### src/rtl/jogo_sequencia_param_if.sv
// ---------------------------------------------------------------------------
// jogo_sequencia_param_if
//
// Read bus between the sequence-game controller and the external sequence
// memory. The memory answers combinationally: mem_dado always reflects the
// word stored at mem_endereco.
//
// Signals:
//   mem_endereco  ADDR_W      read address, driven by the controller
//   mem_dado      NUM_CHAVES  expected move stored at that address
//
// Modports:
//   master  controller side (drives the address, receives the data)
//   slave   memory side     (receives the address, drives the data)
// ---------------------------------------------------------------------------
interface jogo_sequencia_param_if #(
  parameter int NUM_CHAVES = 4,
  parameter int ADDR_W     = 4
);

  logic [ADDR_W-1:0]     mem_endereco;
  logic [NUM_CHAVES-1:0] mem_dado;

  modport master (
    output mem_endereco,
    input  mem_dado
  );

  modport slave (
    input  mem_endereco,
    output mem_dado
  );

endinterface

### src/rtl/jogo_sequencia_param.sv
// ---------------------------------------------------------------------------
// jogo_sequencia_param
//
// Round-based sequence-memory game controller. Round r asks the player to
// repeat memory entries 0..r in order; the game is won after round
// PROFUNDIDADE-1 and lost on the first wrong move.
//
// Optional feature (compile-time macro TIMEOUT_EN):
//   defined   - a per-move timer runs while waiting for a key; if the player
//               stays idle for TIMEOUT_CICLOS cycles the game ends in
//               FIM_TIMEOUT.
//   undefined - no timer; `timeout` is tied low and the controller waits for
//               a key indefinitely.
//
// Parameters:
//   NUM_CHAVES      key count, memory word width and leds width
//   PROFUNDIDADE    sequence length / number of rounds (>= 2)
//   TIMEOUT_CICLOS  cycles allowed per move (only with TIMEOUT_EN)
//   ADDR_W          address / counter width
//
// Ports:
//   clock          system clock, all state on the rising edge
//   reset          asynchronous, active-high
//   iniciar        start/restart request (honoured in INICIAL and FIM states)
//   chaves         player keys, one-hot when pressed, zero when released
//   mem            read bus to the sequence memory (master side)
//   acertou        game won
//   errou          game lost (wrong move or timeout)
//   timeout        game lost by timeout
//   pronto         game over (any FIM state)
//   leds           last captured move
//   db_estado      state code for the 7-segment debug display
//   db_rodada      current round
//   db_contagem    current move index within the round
//   db_igual       captured move equals the memory word
//   db_tem_jogada  single-cycle pulse on a key-press edge
// ---------------------------------------------------------------------------
module jogo_sequencia_param #(
  parameter int NUM_CHAVES     = 4,
  parameter int PROFUNDIDADE   = 16,
  parameter int TIMEOUT_CICLOS = 5000,
  parameter int ADDR_W         = $clog2(PROFUNDIDADE)
) (
  input  logic                  clock,
  input  logic                  reset,
  input  logic                  iniciar,
  input  logic [NUM_CHAVES-1:0] chaves,
  jogo_sequencia_param_if.master mem,
  output logic                  acertou,
  output logic                  errou,
  output logic                  timeout,
  output logic                  pronto,
  output logic [NUM_CHAVES-1:0] leds,
  output logic [3:0]            db_estado,
  output logic [ADDR_W-1:0]     db_rodada,
  output logic [ADDR_W-1:0]     db_contagem,
  output logic                  db_igual,
  output logic                  db_tem_jogada
);

  // State codes are fixed so the debug display keeps its legacy meaning.
  localparam logic [3:0] INICIAL     = 4'd0;
  localparam logic [3:0] PREPARACAO  = 4'd1;
  localparam logic [3:0] ESPERA      = 4'd2;
  localparam logic [3:0] REGISTRA    = 4'd3;
  localparam logic [3:0] COMPARA     = 4'd4;
  localparam logic [3:0] PROX_JOGADA = 4'd5;
  localparam logic [3:0] PROX_RODADA = 4'd6;
  localparam logic [3:0] FIM_ACERTO  = 4'd10;
  localparam logic [3:0] FIM_ERRO    = 4'd14;
  localparam logic [3:0] FIM_TIMEOUT = 4'd15;

  localparam logic [ADDR_W-1:0] ULTIMA_RODADA = ADDR_W'(PROFUNDIDADE - 1);

  logic [3:0]            estado;
  logic [3:0]            estado_prox;
  logic [ADDR_W-1:0]     rodada;
  logic [ADDR_W-1:0]     contagem;
  logic [NUM_CHAVES-1:0] jogada;
  logic [NUM_CHAVES-1:0] chaves_ant;
  logic                  tem_jogada;
  logic                  igual;
  logic                  limpa;
  logic                  timer_fim;

  // A move is the transition from "no key" to "some key"; holding a key
  // produces a single pulse and the key must go back to zero before the
  // next move can register.
  assign tem_jogada = (chaves != '0) && (chaves_ant == '0);

  // Multi-bit moves are compared verbatim, so they never match a one-hot
  // memory entry.
  assign igual = (jogada == mem.mem_dado);

  // Counters and the captured move are cleared on the edge that enters
  // PREPARACAO (so they already read zero there) and again on the way out.
  assign limpa = (estado_prox == PREPARACAO) || (estado == PREPARACAO);

  // -------------------------------------------------------------------------
  // Optional per-move timer
  // -------------------------------------------------------------------------
`ifdef TIMEOUT_EN
  localparam int TIMER_W = (TIMEOUT_CICLOS > 1) ? $clog2(TIMEOUT_CICLOS) : 1;
  localparam logic [TIMER_W-1:0] TIMER_ULTIMO = TIMER_W'(TIMEOUT_CICLOS - 1);

  logic [TIMER_W-1:0] timer;

  assign timer_fim = (timer == TIMER_ULTIMO);

  // The timer only runs inside ESPERA and sits at zero everywhere else,
  // which clears it on every entry to ESPERA.
  always_ff @(posedge clock or posedge reset) begin
    if (reset) begin
      timer <= '0;
    end else if (estado != ESPERA || limpa) begin
      timer <= '0;
    end else if (!timer_fim) begin
      timer <= timer + TIMER_W'(1);
    end
  end

  assign timeout = (estado == FIM_TIMEOUT);
`else
  logic unused_timeout_cfg;

  assign unused_timeout_cfg = (TIMEOUT_CICLOS > 0);
  assign timer_fim          = 1'b0;
  assign timeout            = 1'b0;
`endif

  // -------------------------------------------------------------------------
  // Next-state logic
  // -------------------------------------------------------------------------
  always_comb begin
    estado_prox = estado;
    case (estado)
      INICIAL: begin
        if (iniciar) estado_prox = PREPARACAO;
      end
      PREPARACAO: begin
        estado_prox = ESPERA;
      end
      ESPERA: begin
        // A key press in the timer's last cycle still counts as a move.
        if (tem_jogada)     estado_prox = REGISTRA;
        else if (timer_fim) estado_prox = FIM_TIMEOUT;
      end
      REGISTRA: begin
        estado_prox = COMPARA;
      end
      COMPARA: begin
        if (!igual)                   estado_prox = FIM_ERRO;
        else if (contagem < rodada)   estado_prox = PROX_JOGADA;
        else if (rodada == ULTIMA_RODADA) estado_prox = FIM_ACERTO;
        else                          estado_prox = PROX_RODADA;
      end
      PROX_JOGADA,
      PROX_RODADA: begin
        estado_prox = ESPERA;
      end
      FIM_ACERTO,
      FIM_ERRO,
      FIM_TIMEOUT: begin
        if (iniciar) estado_prox = PREPARACAO;
      end
      default: begin
        estado_prox = INICIAL;
      end
    endcase
  end

  // -------------------------------------------------------------------------
  // State, counters, captured move and key history
  // -------------------------------------------------------------------------
  always_ff @(posedge clock or posedge reset) begin
    if (reset) begin
      estado     <= INICIAL;
      rodada     <= '0;
      contagem   <= '0;
      jogada     <= '0;
      chaves_ant <= '0;
    end else begin
      estado <= estado_prox;

      // The edge detector keeps tracking the keys in every state, so a key
      // already held when ESPERA is entered does not count as a new move.
      chaves_ant <= chaves;

      if (limpa) begin
        rodada   <= '0;
        contagem <= '0;
        jogada   <= '0;
      end else begin
        if (estado == REGISTRA) begin
          jogada <= chaves;
        end
        if (estado == PROX_JOGADA) begin
          contagem <= contagem + ADDR_W'(1);
        end
        // The FIM_ACERTO exit in COMPARA keeps rodada below PROFUNDIDADE.
        if (estado == PROX_RODADA) begin
          rodada   <= rodada + ADDR_W'(1);
          contagem <= '0;
        end
      end
    end
  end

  // -------------------------------------------------------------------------
  // Outputs (Moore, decoded from state and registers)
  // -------------------------------------------------------------------------
  assign mem.mem_endereco = contagem;

  assign acertou = (estado == FIM_ACERTO);
  assign errou   = (estado == FIM_ERRO) || (estado == FIM_TIMEOUT);
  assign pronto  = (estado == FIM_ACERTO) || (estado == FIM_ERRO) ||
                   (estado == FIM_TIMEOUT);

  assign leds          = jogada;
  assign db_estado     = estado;
  assign db_rodada     = rodada;
  assign db_contagem   = contagem;
  assign db_igual      = igual;
  assign db_tem_jogada = tem_jogada;

endmodule

### src/flat_wrapper.sv
// flat-port wrapper written by rule: the top's interface ports become plain ports
module jogo_sequencia_param_flat 
#(
  parameter int NUM_CHAVES     = 4,
  parameter int PROFUNDIDADE   = 16,
  parameter int TIMEOUT_CICLOS = 5000,
  parameter int ADDR_W         = $clog2(PROFUNDIDADE)
)
  (clock, reset, iniciar, chaves, acertou, errou, timeout, pronto, leds, db_estado, db_rodada, db_contagem, db_igual, db_tem_jogada, mem_mem_endereco, mem_mem_dado);
  jogo_sequencia_param_if #(.NUM_CHAVES(NUM_CHAVES), .ADDR_W(ADDR_W)) mem_i ();
  input  logic clock;
  input  logic reset;
  input  logic iniciar;
  input  logic [NUM_CHAVES-1:0] chaves;
  output logic acertou;
  output logic errou;
  output logic timeout;
  output logic pronto;
  output logic [NUM_CHAVES-1:0] leds;
  output logic [3:0] db_estado;
  output logic [ADDR_W-1:0] db_rodada;
  output logic [ADDR_W-1:0] db_contagem;
  output logic db_igual;
  output logic db_tem_jogada;
  output wire logic [$bits(mem_i.mem_endereco)-1:0] mem_mem_endereco;
  input wire logic [$bits(mem_i.mem_dado)-1:0] mem_mem_dado;
  assign mem_mem_endereco = mem_i.mem_endereco;
  assign mem_i.mem_dado = mem_mem_dado;
  jogo_sequencia_param #(.NUM_CHAVES(NUM_CHAVES), .PROFUNDIDADE(PROFUNDIDADE), .TIMEOUT_CICLOS(TIMEOUT_CICLOS), .ADDR_W(ADDR_W)) u_core (.clock(clock), .reset(reset), .iniciar(iniciar), .chaves(chaves), .mem(mem_i), .acertou(acertou), .errou(errou), .timeout(timeout), .pronto(pronto), .leds(leds), .db_estado(db_estado), .db_rodada(db_rodada), .db_contagem(db_contagem), .db_igual(db_igual), .db_tem_jogada(db_tem_jogada));
endmodule
### config.mk
export PLATFORM = sky130hd
export DESIGN_NAME = jogo_sequencia_param_flat
export DESIGN_NICKNAME = d
export VERILOG_FILES = /design/src/rtl/jogo_sequencia_param_if.sv /design/src/rtl/jogo_sequencia_param.sv /design/src/flat_wrapper.sv
export SDC_FILE = /design/constraint.sdc
export NUM_CORES = 1
export LEC_CHECK = 0
export BUFFER_PORTS_ARGS = -buffer_cell sky130_fd_sc_hd__buf_4
export CORE_AREA = 2 2 45 78
export DETAILED_ROUTE_END_ITERATION = 8
export DIE_AREA = 0 0 47 80
export GPL_ROUTABILITY_DRIVEN = 0
export GPL_TIMING_DRIVEN = 0
export SYNTH_ARGS = -nofsm -noshare
export SYNTH_HDL_FRONTEND = slang
export SYNTH_SLANG_ARGS = --single-unit
### constraint.sdc
create_clock -name clock -period 2.5 [get_ports clock]
set_input_delay 0.25 -clock clock [delete_from_list [all_inputs] [get_ports clock]]
set_output_delay 0.25 -clock clock [all_outputs]
set_load 0.005 [all_outputs]
## Word-level counts from Yosys, hierarchy flattened

Cells that the tools add are included.

| storage, ports and cells | value |
|---|---|
| register bits after elaboration | 20 |
| output and inout port bits | 26 |
| logic and storage cells | 46 |
| input port bits | 11 |

| cells by class | value |
|---|---|
| $add $sub $neg | 2 |
| reduce and logical (&&, ||, !) cells | 13 |
| $lt $le $gt $ge | 1 |
| multiplexer cells | 13 |
| equal/unequal tests | 12 |

Operator list:

| kind | number |
|---|---|
| $mux W4 | 12 |
| $pmux W4 S5 | 1 |
| $eq A4 B4 Y1 const B | 4 |
| $eq A4 B3 Y1 const B | 3 |
| $add A4 B1 Y4 const B | 2 |
| $eq A4 B1 Y1 const B | 2 |
| $eq A4 B2 Y1 const B | 2 |
| $logic_not A4 Y1 | 2 |
| $eq A4 B4 Y1 | 1 |
| $logic_or A1 B1 Y1 | 4 |
| $lt A4 B4 Y1 | 1 |
| $reduce_bool A2 Y1 | 2 |
| $reduce_bool A4 Y1 | 1 |
| $reduce_or A4 Y1 | 1 |
| $reduce_bool A3 Y1 | 1 |
| $reduce_or A3 Y1 | 1 |
| $logic_and A1 B1 Y1 | 1 |

## Depth between registers and ports, before layout

Gate-level depths: netlist of the first run.

| depth | value |
|---|---|
| word-level depth | 8 |
| mapped depth | 8 |

## Worst setup path before layout of the first run

OpenSTA, ideal clock, no wires.

| timing path | value |
|---|---|
| path kind | reg2reg |
| start | register u_core.rodada[1], in the netlist u_core.db_rodada[1] |
| end | register u_core.contagem[0], in the netlist u_core.db_contagem[0] |
| cell stages (with the launch flop) | 9 |
| buffers on the path | 1 |
| required time | 2346 ps |
| clock period less this slack | 1816 ps |
| setup slack | 684 ps |
| data arrival time | 1662 ps |
| cell sequence | dfrtp_1 inv_1 ha_1 or3b_1 o2111ai_1 nand4b_1 a31oi_2 buf_6 nor3_1 |

| between the ends | value |
|---|---|
| word-level cells in the longest chain between the ends | 8 |

RTL lines:

| element | RTL line | RTL |
|---|---|---|
| start: declaration | jogo_sequencia_param.sv:77 | `logic [ADDR_W-1:0] rodada;` |
| start signal: assignment | jogo_sequencia_param.sv:202 | `rodada <= rodada + ADDR_W'(1);` |
| branches (longest 2 deep; another with $lt A4 B4 Y1) | -- |  |
| $mux W4 (*) | jogo_sequencia_param.sv:153 | `else if (contagem < rodada) estado_prox = PROX_JOGADA;` |
| $mux W4 (*) | jogo_sequencia_param.sv:152 | `if (!igual) estado_prox = FIM_ERRO;` |
| $pmux W4 S5 (*) | jogo_sequencia_param.sv:136 | `case (estado)` |
| $eq A4 B1 Y1 (*) | jogo_sequencia_param.sv:97 | `assign limpa = (estado_prox == PREPARACAO) \|\| (estado == PREPARACAO);` |
| $logic_or A1 B1 Y1 (*) | jogo_sequencia_param.sv:97 |  |
| $reduce_bool A3 Y1 (no source line) or $mux W4 (tied branches) | -- |  |
| end signal: assignment | jogo_sequencia_param.sv:198 | `contagem <= contagem + ADDR_W'(1);` |
| end: declaration | jogo_sequencia_param.sv:78 | `logic [ADDR_W-1:0] contagem;` |

Mark *: on every way between the ends.
A chain may end at the register's enable or synchronous reset.

## Final worst setup path of the first run

| timing path | value |
|---|---|
| start | register u_core.contagem[1], in the netlist u_core.db_contagem[1] |
| end | register u_core.rodada[2], in the netlist u_core.db_rodada[2] |

| between the ends | value |
|---|---|
| word-level cells in the longest chain between the ends | 7 |

RTL lines:

| element | RTL line |
|---|---|
| $lt A4 B4 Y1 (*) | jogo_sequencia_param.sv:153 |
| $mux W4 (*) | jogo_sequencia_param.sv:153 |
| $mux W4 (*) | jogo_sequencia_param.sv:152 |
| $pmux W4 S5 (*) | jogo_sequencia_param.sv:136 |
| $eq A4 B1 Y1 (*) | jogo_sequencia_param.sv:97 |
| $logic_or A1 B1 Y1 (*) | jogo_sequencia_param.sv:97 |
| $mux W4 or $reduce_bool A2 Y1 (tied branches) | -- |

Mark *: on every way between the ends. The rest lies on a longest branch, timed or not.

==> summary.md, run 1 <==
| Metric | Value |
|---|---|
| Core Footprint | 3110 sq um |
| Leakage Power | 0.776 nW |
| Clock latency at the later pin of the worst-skew pair | 0.26 ns |
| Die Outline Area | 3760 sq um |
| TritonCTS clock tree | built |
| Worst-path clk slew | 0.07 ns |
| Final Max Tran Viols | 0 |
| Required time of the worst setup path | 2.60 ns |
| Maximum Capacitance Violations | 0 |
| Crit path buffers/inverters | 1 |
| Crit-path max FO | 10 |
| Die Wd | 47 microns |
| Ports | 37 |
| Total of hold buffers inserted after clock tree synthesis | 0 |
| Height of the die | 80 microns |
| Clock Tree Root | clkbuf_8 |
| Post-placement cell count | 208 |
| Antenna diode count | 0 |
| TritonCTS Buffers | 3 |
| Final critical-path required period | 2.10 ns |
| Final Hold Fails | 0 |
| Site Rows | 27 |
| Register bit total from synthesis | 20 |
| Worst slew slack as a fraction of its limit | 33.1% |
| Effective utilization at floorplan | 39.1% |
| Utilization after layout | 51.6% |
| Area overhead of the layout relative to synthesis | 31.9% |
| Maximum operating frequency | 476 MHz |
| Post-synthesis instance area | 1220 sq um |
| Largest net degree at the start of global routing | 21 |
| Period Utilization, post-route | 84.1% |
| Count of nets after finishing | 186 |
| Switching power share of the total | 37.9% |
| Number of buffers on the longest clock path | 2 |
| Detail-routed via count per cell | 4.93 |
| Startpoint class of the critical path | flop |
| Portion of total power attributed to sequential cells | 31.9% |
| Post-CTS repair timing setup buffer count | 0 |
| Worst path max stage delay | 0.46 ns |
| Drt total wl | 2.76 mm |
| Detailed placement HPWL | 2.16 mm |
| Non-filler cells in the finished layout | 212 |
| Max VDD drop | 0.000563 V |
| Cells traversed along the worst timing path | ha_1, or3b_1, o2111ai_1, nand4b_1, a31oi_2, buf_6, nor3_1 |
| Total design power | 1.58 mW |
| Number of H-tree levels | 1 |
| Detailed router's first-iteration violation count | 18 |
| Crit path max-delay family | simple AND/OR/NAND/NOR gates |
| Yosys warns | 0 |
| Data arrival time at the worst-slack endpoint | 2.20 ns |
| Slowest cell on the critical path | dfrtp_1 |
| Unrepaired setup endpoints after global routing | no |
| Combined global-route utilization of all metal layers | 15.8% |
| Combinational Power Share | 48.1% |
| Int Power | 0.981 mW |
| # port buffers | 35 |
| Number of antenna violations at the first check in global routing | 0 |
| Actual slew at the worst max-slew pin | 0.996 ns |
| Outcome | finished, final reports clean |
| Kind of critical path | flop to flop |
| Post-cts sizing count | 0 |
| Number of vias after detailed routing | 1045 |
| Number of global-route vias before repair | 961 |
| Number of distinct library cells after synthesis | 34 |
| Setup Total Neg Slack | 0 ns |
| Register area share after synthesis | 41.2% |
| Power per unit of standard cell area | 985 nW/um^2 |
| Antenna Nets Post-Route | 0 |
| First-pass GRT wire length | 4.40 mm |
| Total clock sinks | 20 |
| Net Count, Synth | 146 |
| Worst hold path class | primary input to flop |
| Remaining design rule violation count | 0 |
| Global route total overflow | 0 |
| Setup Skew | 0.00409 ns |
| Clock network power share | 20.1% |
| Switching power total | 0.600 mW |
| First-pass iteration count of the detailed router | 4 |
| Final-report setup violation count | 0 |
| Wirelength per Cell | 13.0 microns |
| Post-Syn Area per Cell | 9.36 sq um |
| Critical Path End Type | flop |
| Proportion of layout cells with a drive suffix above 1 | 32.0% |
| Post-Synthesis Cells | 130 |
## power by group through the flow
| stage | combinational (mW) | clock (mW) | sequential (mW) |
|---|---|---|---|
| after floorplan | 0.484 | 0 | 0.503 |
| after global placement | 0.754 | 0 | 0.509 |
| after detailed placement | 0.763 | 0 | 0.512 |
| after CTS | 0.768 | 0.323 | 0.506 |
| after global routing | 0.848 | 0.336 | 0.520 |
| final | 0.760 | 0.317 | 0.504 |
## cell usage in the layout, fill, tap and decap left out, types with 2 or more instances in the layout
cell type / instances
buf_4: 41
dfrtp_1: 20
nor3_1: 12
nand2_1: 11
nor2_1: 9
inv_1: 8
a21oi_1: 7
nand3_1: 6
o21ai_0: 6
xor2_1: 5
mux2i_1: 5
ha_1: 5
xnor2_1: 4
nand2b_1: 3
clkbuf_8: 3
buf_2: 2
nor2b_1: 2
a21o_1: 2
## per-stage QoR
stage / hold WS, ns / area (sq um) / setup slack, ns
CTS: 0.111 / 1600 / 0.397
global route: 0.105 / 1600 / 0.298
detailed placement: 0.381 / 1530 / 0.426
floorplan: 0.214 / 1220 / 0.684
global placement: 0.381 / 1530 / 0.464
finish: 0.116 / 1600 / 0.398
## metal layers
metal  wire [microns]  vias to the layer above  track usage, %
met3              100                        6            2.26
met1             1150                      488            20.4
met4               58                        0            6.67
met5                0                        -               0
li1                 -                      523               -
met2             1450                       28            25.3
## kinds of logic after synthesis
group	Yosys count	synth area share, %
and+or+nand+nor	52	23.9
AOI/OAI and AO/OA	21	11.0
DFF	20	41.2
buffers and inverters	17	7.92
xor gates and xnor gates	9	6.48
adders and majority gates	5	5.14
muxes	5	4.12
other	1	0.308
## worst paths after layout
path | start | to | slack, ns | cells after the start
hold reg to reg | u_core.leds[0] | u_core.leds[0] | 0.64 | 2
min in group asynchronous | reset | u_core.leds[2] | 0.13 | 2
setup reg to reg | u_core.db_contagem[1] | u_core.db_rodada[2] | 0.40 | 7
hold / removal | chaves[3] | u_core.chaves_ant[3] | 0.12 | 1
setup / recovery | u_core.db_contagem[1] | u_core.db_rodada[2] | 0.40 | 7
max in group asynchronous | reset | u_core.db_contagem[2] | 1.90 | 2
## cell type report
type | count | area [sq um]
multi-input cells | 93 | 619
repair buffers | 35 | 263
plain buffers | 9 | 66.3
well taps | 43 | 53.8
clock inverters | 1 | 30.0
fillers | 325 | 1500
flip-flops and latches | 20 | 500
inverters | 8 | 30.0
clock buffers | 3 | 41.3
## cell usage after synthesis
master / instances / area share [%]
a22oi_1: 1 / 0.62
nor3_1: 12 / 4.9
or3b_1: 1 / 0.72
nand2_1: 11 / 3.4
ha_1: 5 / 5.1
nand4_1: 1 / 0.51
nand2b_1: 3 / 1.5
nor3_2: 1 / 0.82
nor4_4: 1 / 1.7
mux2i_1: 5 / 4.1
nand3_2: 1 / 0.82
o2bb2ai_1: 1 / 0.72
dfrtp_1: 20 / 41
nor2b_1: 2 / 1.0
a222oi_1: 1 / 0.82
nor2_4: 1 / 0.93
buf_6: 1 / 0.93
a21o_1: 2 / 1.2
nor4_1: 1 / 0.51
a31oi_1: 1 / 0.51
nor2_1: 9 / 2.8
xnor2_1: 4 / 2.9
nand4b_1: 1 / 0.72
buf_4: 6 / 3.7
o21ai_0: 6 / 2.5
inv_1: 8 / 2.5
xor2_1: 5 / 3.6
o2111ai_1: 1 / 0.72
conb_1: 1 / 0.31
or4_4: 1 / 0.93
a21oi_1: 7 / 2.9
nand3_1: 6 / 2.5
buf_2: 2 / 0.82
a31oi_2: 1 / 1.0
## sequential cells by signal, summed over array words and instances (netlist names)
signal,cells
u_core.chaves_ant,4
u_core.leds,4
u_core.db_estado,4
u_core.db_contagem,4
u_core.db_rodada,4
Power figures use the tool's default switching activity.
==> run 2: changes to the inputs <==
Settings changed: ABC_AREA set to 1.
Clock period 2.5 ns to 1.95 ns, I/O delays scaled along.
==> run 2 against run 1 <==
Net effect:
- clock power is 13% lower
- critical path depth is 4 higher
- design area is 3.1% higher
- clock-buffer cell count stayed put
- non-clock buffer count stayed put
- routed wire length is 8.3% higher
- critical path type unchanged
==> summary.md, run 2 <==
| Metric | Value |
|---|---|
| Crit-path max FO | 6 |
| TritonCTS clock tree | built |
| Height of the die | 80 microns |
| Site Rows | 27 |
| Maximum Capacitance Violations | 0 |
| Max VDD drop | 0.000609 V |
| Final critical-path required period | 1.86 ns |
| Die Outline Area | 3760 sq um |
| Total of hold buffers inserted after clock tree synthesis | 0 |
| Clock Tree Root | clkbuf_8 |
| First-pass GRT wire length | 4.69 mm |
| Combined flip-flop and latch cell area | 503 sq um |
| Share of Yosys cell area claimed by the top area cell type | 41.2% |
| Fraction of registers with async set/reset | 100% |
| Worst slack at placement | 0.0604 ns |
| Antenna Nets Post-Route | 0 |
| Number of antenna violations at the first check in global routing | 0 |
| Critical register-to-register path startpoint | u_core.db_contagem[2] |
| Power per unit of standard cell area | 1080 nW/um^2 |
| First-pass iteration count of the detailed router | 3 |
| Most common cell after layout, fill and taps aside | buf_4 |
| Maximum operating frequency | 538 MHz |
| Remaining design rule violation count | 0 |
| Commonest cells after routing, fill and taps aside | buf_4 (44), nand2_1 (41), inv_1 (28), nor2_1 (23), dfrtp_1 (18) |
| Outcome | finished, final reports clean |
| Proportion of layout cells with a drive suffix above 1 | 31.0% |
| Area overhead of the layout relative to synthesis | 36.1% |
| Setup Total Neg Slack | 0 ns |
| Number of stages on the worst hold path | 1 |
| Antenna diode count | 0 |
| Capturing point of the worst reg2reg path | u_core.db_rodada[3] |
| Worst hold path class | primary input to flop |
| Final Hold Fails | 0 |
| Number of enable flip-flop cells after synthesis | 0 |
| Startpoint class of the critical path | flop |
| Actual slew at the worst max-slew pin | 0.778 ns |
| Post-synthesis instance area | 1210 sq um |
| Data arrival time at the worst-slack endpoint | 2.01 ns |
| # port buffers | 35 |
| Post-route standard cell area excluding fillers | 1650 sq um |
| Total clock sinks | 20 |
| Most instantiated library cell after synthesis | nand2_1 |
| Multi-input gate area in the final layout | 613 sq um |
| Hold Startpoint | chaves[2] |
| Post-Synthesis Cells | 167 |
| Worst-path clk slew | 0.08 ns |
| Register bit total from synthesis | 20 |
| Top cells by instance count after synthesis | nand2_1 (41), inv_1 (29), nor2_1 (25), dfrtp_1 (20), nand3_1 (10) |
| Number of H-tree levels | 1 |
| Worst Hold Path EP | u_core.chaves_ant[2] |
| Period Utilization, post-route | 95.3% |
| Number of global-route vias before repair | 1160 |
| Utilization after layout | 53.2% |
| Post-synth top area cell | dfrtp_1 |
| Die Wd | 47 microns |
| Filler cell count in the final layout | 337 |
| Clock latency at the later pin of the worst-skew pair | 0.26 ns |
| Global route total overflow | 0 |
| TritonCTS Buffers | 3 |
| Final critical-path setup slack | 0.0917 ns |
| Effective utilization at floorplan | 39.1% |
| Count of nets after finishing | 228 |
| Net Count, Synth | 183 |
| Number of vias after detailed routing | 1164 |
| Required time of the worst setup path | 2.10 ns |
| Critical Path End Type | flop |
| Combined global-route utilization of all metal layers | 17.0% |
| Largest net degree at the start of global routing | 21 |
| Final Max Tran Viols | 0 |
| Register area share after synthesis | 41.2% |
| Detailed router's first-iteration violation count | 12 |
| Wirelength per Cell | 11.8 microns |
| Setup slack, reg-to-reg | 0.09 ns |
| Leakage Power | 0.953 nW |
| Number of distinct library cells after synthesis | 21 |
| Top_reg_cell synth | dfrtp_1 |
| Total design power | 1.79 mW |
| Total placed instance area | 1530 sq um |
| Core Footprint | 3110 sq um |
| Leading post-synthesis cells by cell area | dfrtp_1 (41%), nand2_1 (13%), inv_1 (9.0%) |
| Yosys warns | 0 |
| Number of buffers on the longest clock path | 2 |
| Kind of critical path | flop to flop |
| Final-report setup violation count | 0 |
| Setup Skew | 0.00890 ns |
| Worst slew slack as a fraction of its limit | 48.0% |
| Detailed placement HPWL | 2.27 mm |
| Ports | 37 |
| Number of cell instances on the worst register-to-register path | 11 |
| Drt total wl | 2.99 mm |
| Post-Syn Area per Cell | 7.27 sq um |
| Detail-routed via count per cell | 4.60 |
[run 2: cell types whose count changed after synthesis, moves of 4 or more]
cell / delta
inv_1: +21
mux2i_1: -5
nand2_1: +30
nand3_1: +4
nor2_1: +16
nor3_1: -11
[run 2: cell families after synthesis]
group | synth area share [%]
XOR/XNOR | 3.60
AO/OA/AOI/OAI | 5.36
flip-flops | 41.2
buffers and inverters | 12.4
AND/OR/NAND/NOR | 32.0
other | 0.309
adder cells (fa/ha/maj) | 5.15
[run 2: how the worst max path moves through the flow]
| stage | startpoint | end | cells after the start |
|---|---|---|---|
| after detailed placement | u_core.db_rodada[3] | u_core.db_rodada[3] | 12 |
| after global placement | u_core.db_rodada[3] | u_core.leds[0] | 12 |
| after CTS | u_core.db_rodada[3] | u_core.db_rodada[3] | 12 |
| final | u_core.db_contagem[2] | u_core.db_rodada[3] | 11 |
| after global routing | u_core.db_rodada[1] | u_core.db_contagem[1] | 12 |
| after floorplan | u_core.db_rodada[3] | u_core.leds[0] | 12 |
[run 2: report_power, final]
part	internal [mW]	leakage, nW	switching [mW]	total, mW
registers	0.504	0.259	0.103	0.607
logic	0.396	0.672	0.507	0.904
clock network	0.138	0.0216	0.137	0.275
total	1.04	0.953	0.748	1.79
[run 2: timing repair]
item / CTS / global route
resized for setup: 0 / 11
buffers inserted: 0 / 4
setup endpoints to repair: 0 / 12
[run 2: final cells by class]
cell class	count	area share, %
tap	43	3.25
timing repair buffer	39	17.7
sequential	20	30.4
multi-input combinational	113	37.1
inverter	30	6.81
buffer	5	2.27
clock buffer	3	2.50
[run 2: routing by layer]
metal  vias to the layer above  wire length (microns)  track usage (%)
li1                        596                      -                -
met1                       535                   1150             17.8
met2                        26                   1670             30.7
met3                         7                     92             1.81
met4                         0                     70             9.17
met5                         -                      0                0
[run 2: metrics by stage]
stage / hold WS [ns] / cells
3_5_place_dp: 0.326 / 245
5_1_grt: 0.0475 / 253
2_1_floorplan: 0.159 / 167
4_1_cts: 0.0563 / 248
6_report: 0.0582 / 253
3_3_place_gp: 0.322 / 245
[run 2: critical path, stage by stage (launching register included)]
cell,delay (ns)
dfrtp_1,0.47
ha_1,0.30
nand2_1,0.06
inv_1,0.03
nand2_1,0.05
nand2_1,0.09
nor2_2,0.15
nor2_1,0.07
nor2_2,0.19
nand3_4,0.14
nand2_4,0.13
nor2_1,0.06
==> run 3: changes to the inputs <==
Clock period 1.95 ns to 2.23 ns, I/O delays scaled along.
==> run 3 against run 2 <==
Net effect:
- clock-buffer cell count is the same
- sequential share of layout area grew 1.4 points
- sequential cell count is the same
- core utilization shrank 2.6 points
- largest cell class unchanged
- final cell count shrank 2.0%
- critical path depth grew 1
- hold slack gained 0.027 ns
- first-iteration DRC count grew 42%
==> summary.md, run 3 (same netlist as run 2, synthesis figures left out) <==
| Metric | Value |
|---|---|
| Outcome | finished, final reports clean |
| Unrepaired setup endpoints after global routing | no |
| Global route total overflow | 0 |
| Routed length on met2 | 1.56 mm |
| Setup Total Neg Slack | 0 ns |
| Required time of the worst setup path | 2.38 ns |
| Antenna Nets Post-Route | 0 |
| Capturing point of the worst reg2reg path | u_core.db_rodada[3] |
| Drt total wl | 2.81 mm |
| Portion of total power attributed to sequential cells | 36.8% |
| Proportion of layout cells with a drive suffix above 1 | 24.9% |
| Height of the die | 80 microns |
| Detailed-routing wirelength on met1 | 1.09 mm |
| Kind of critical path | flop to flop |
| Core Footprint | 3110 sq um |
| Number of cell instances on the worst register-to-register path | 12 |
| Site Rows | 27 |
| Leakage Power | 0.919 nW |
| Ports | 37 |
| Final Hold Fails | 0 |
| Critical Path End Type | flop |
| Total clock sinks | 20 |
| Die Outline Area | 3760 sq um |
| Remaining design rule violation count | 0 |
| Worst-path clk slew | 0.07 ns |
| Filler cell count in the final layout | 343 |
| # port buffers | 35 |
| Crit-path max FO | 9 |
| Non-filler cells in the finished layout | 248 |
| Number of antenna violations at the first check in global routing | 0 |
| Setup Skew | 0.00497 ns |
| Period Utilization, post-route | 84.2% |
| Number of global-route vias before repair | 1160 |
| Int Power | 0.850 mW |
| Post-cts sizing count | 0 |
| Most common cell after layout, fill and taps aside | nand2_1 |
| Detailed placement HPWL | 2.27 mm |
| Area overhead of the layout relative to synthesis | 29.5% |
| Worst hold path class | primary input to flop |
| Data arrival time at the worst-slack endpoint | 2.03 ns |
| Final-report setup violation count | 0 |
| Die Wd | 47 microns |
| Post-CTS repair timing setup buffer count | 0 |
| Detailed router's first-iteration violation count | 17 |
| Worst slack at placement | 0.340 ns |
| Met3 wire length | 97 microns |
| Hold Startpoint | chaves[2] |
| First-pass iteration count of the detailed router | 4 |
| Total of hold buffers inserted after clock tree synthesis | 0 |
| Critical register-to-register path startpoint | u_core.db_rodada[3] |
| First-pass GRT wire length | 4.69 mm |
| Maximum operating frequency | 532 MHz |
| TritonCTS clock tree | built |
| Detail-routed via count per cell | 4.50 |
| Final Max Tran Viols | 0 |
| Combined global-route utilization of all metal layers | 17.0% |
| Effective utilization at floorplan | 39.1% |
| Count of nets after finishing | 223 |
| Switching power total | 0.590 mW |
| Clock latency at the later pin of the worst-skew pair | 0.26 ns |
| TritonCTS Buffers | 3 |
| Number of vias after detailed routing | 1116 |
| Maximum Capacitance Violations | 0 |
| Final critical-path setup slack | 0.351 ns |
| Switching power share of the total | 41.0% |
| Max Used Layer | met4 |
| Clock Tree Root | clkbuf_8 |
| Post-placement cell count | 245 |
| Largest net degree at the start of global routing | 21 |
| Wirelength per Cell | 11.3 microns |
| Number of H-tree levels | 1 |
| Timing startpoint of the critical path | u_core.db_rodada[3] |
| Startpoint class of the critical path | flop |
| Actual slew at the worst max-slew pin | 0.770 ns |
| Total design power | 1.44 mW |
| Power per unit of standard cell area | 916 nW/um^2 |
| Max VDD drop | 0.000517 V |
| Worst Hold Path EP | u_core.chaves_ant[2] |
| Number of stages on the worst hold path | 1 |
| Combinational Power Share | 46.6% |
| Antenna diode count | 0 |
| Final critical-path required period | 1.88 ns |
| Clock network power share | 16.6% |
| Worst slew slack as a fraction of its limit | 48.6% |
| Commonest cells after routing, fill and taps aside | nand2_1 (41), buf_4 (40), inv_1 (29), nor2_1 (25), dfrtp_1 (20) |
| Number of buffers on the longest clock path | 2 |
| Setup slack, reg-to-reg | 0.35 ns |
==> run 3: final cells by class <==
| cell class | count | area (sq um) | area share [%] |
|---|---|---|---|
| inverter | 30 | 113 | 7.16 |
| timing repair buffer | 35 | 263 | 16.7 |
| clock buffer | 3 | 41.3 | 2.63 |
| sequential | 20 | 500 | 31.8 |
| tap | 43 | 53.8 | 3.42 |
| multi-input combinational | 112 | 564 | 35.9 |
| buffer | 5 | 37.5 | 2.39 |
==> run 3: per-stage QoR <==
step / hold WS (ns) / area (sq um) / util (%)
floorplan: 0.187 / 1210 / -
global placement: 0.350 / 1530 / 49.3
detailed placement: 0.354 / 1530 / 49.3
CTS: 0.0843 / 1570 / 50.6
global route: 0.0755 / 1570 / 50.6
finish: 0.0849 / 1570 / 50.6
==> run 3: critical path: stages (launching register included) <==
cell	delay [ns]
dfrtp_1	0.41
inv_1	0.07
ha_1	0.31
nand2_1	0.07
inv_1	0.03
nand2_1	0.05
nand2_1	0.07
nor2_1	0.16
nor2_1	0.06
nor2_1	0.16
nand3_2	0.16
nand2_4	0.15
nor2_1	0.06
==> run 3: power by group through the flow <==
stage / Combinational [mW] / Sequential [mW] / Clock (mW)
floorplan: 0.426 / 0.529 / 0
global route: 0.777 / 0.543 / 0.257
CTS: 0.686 / 0.532 / 0.244
global placement: 0.668 / 0.533 / 0
finish: 0.671 / 0.531 / 0.238
detailed placement: 0.683 / 0.538 / 0
==> run 3: how the worst max path moves through the flow <==
stage | to | slack (ns) | cells after the start
after floorplan | u_core.leds[0] | 0.59 | 12
after global placement | u_core.leds[0] | 0.38 | 12
after detailed placement | u_core.db_rodada[3] | 0.34 | 12
after CTS | u_core.db_rodada[3] | 0.32 | 12
after global routing | u_core.db_rodada[3] | 0.07 | 10
final | u_core.db_rodada[3] | 0.35 | 12
==> run 3: metal layers <==
metal	track usage [%]	up-vias
met5	0	-
met4	9.17	0
met3	1.81	5
met2	30.7	26
met1	17.8	501
li1	-	584
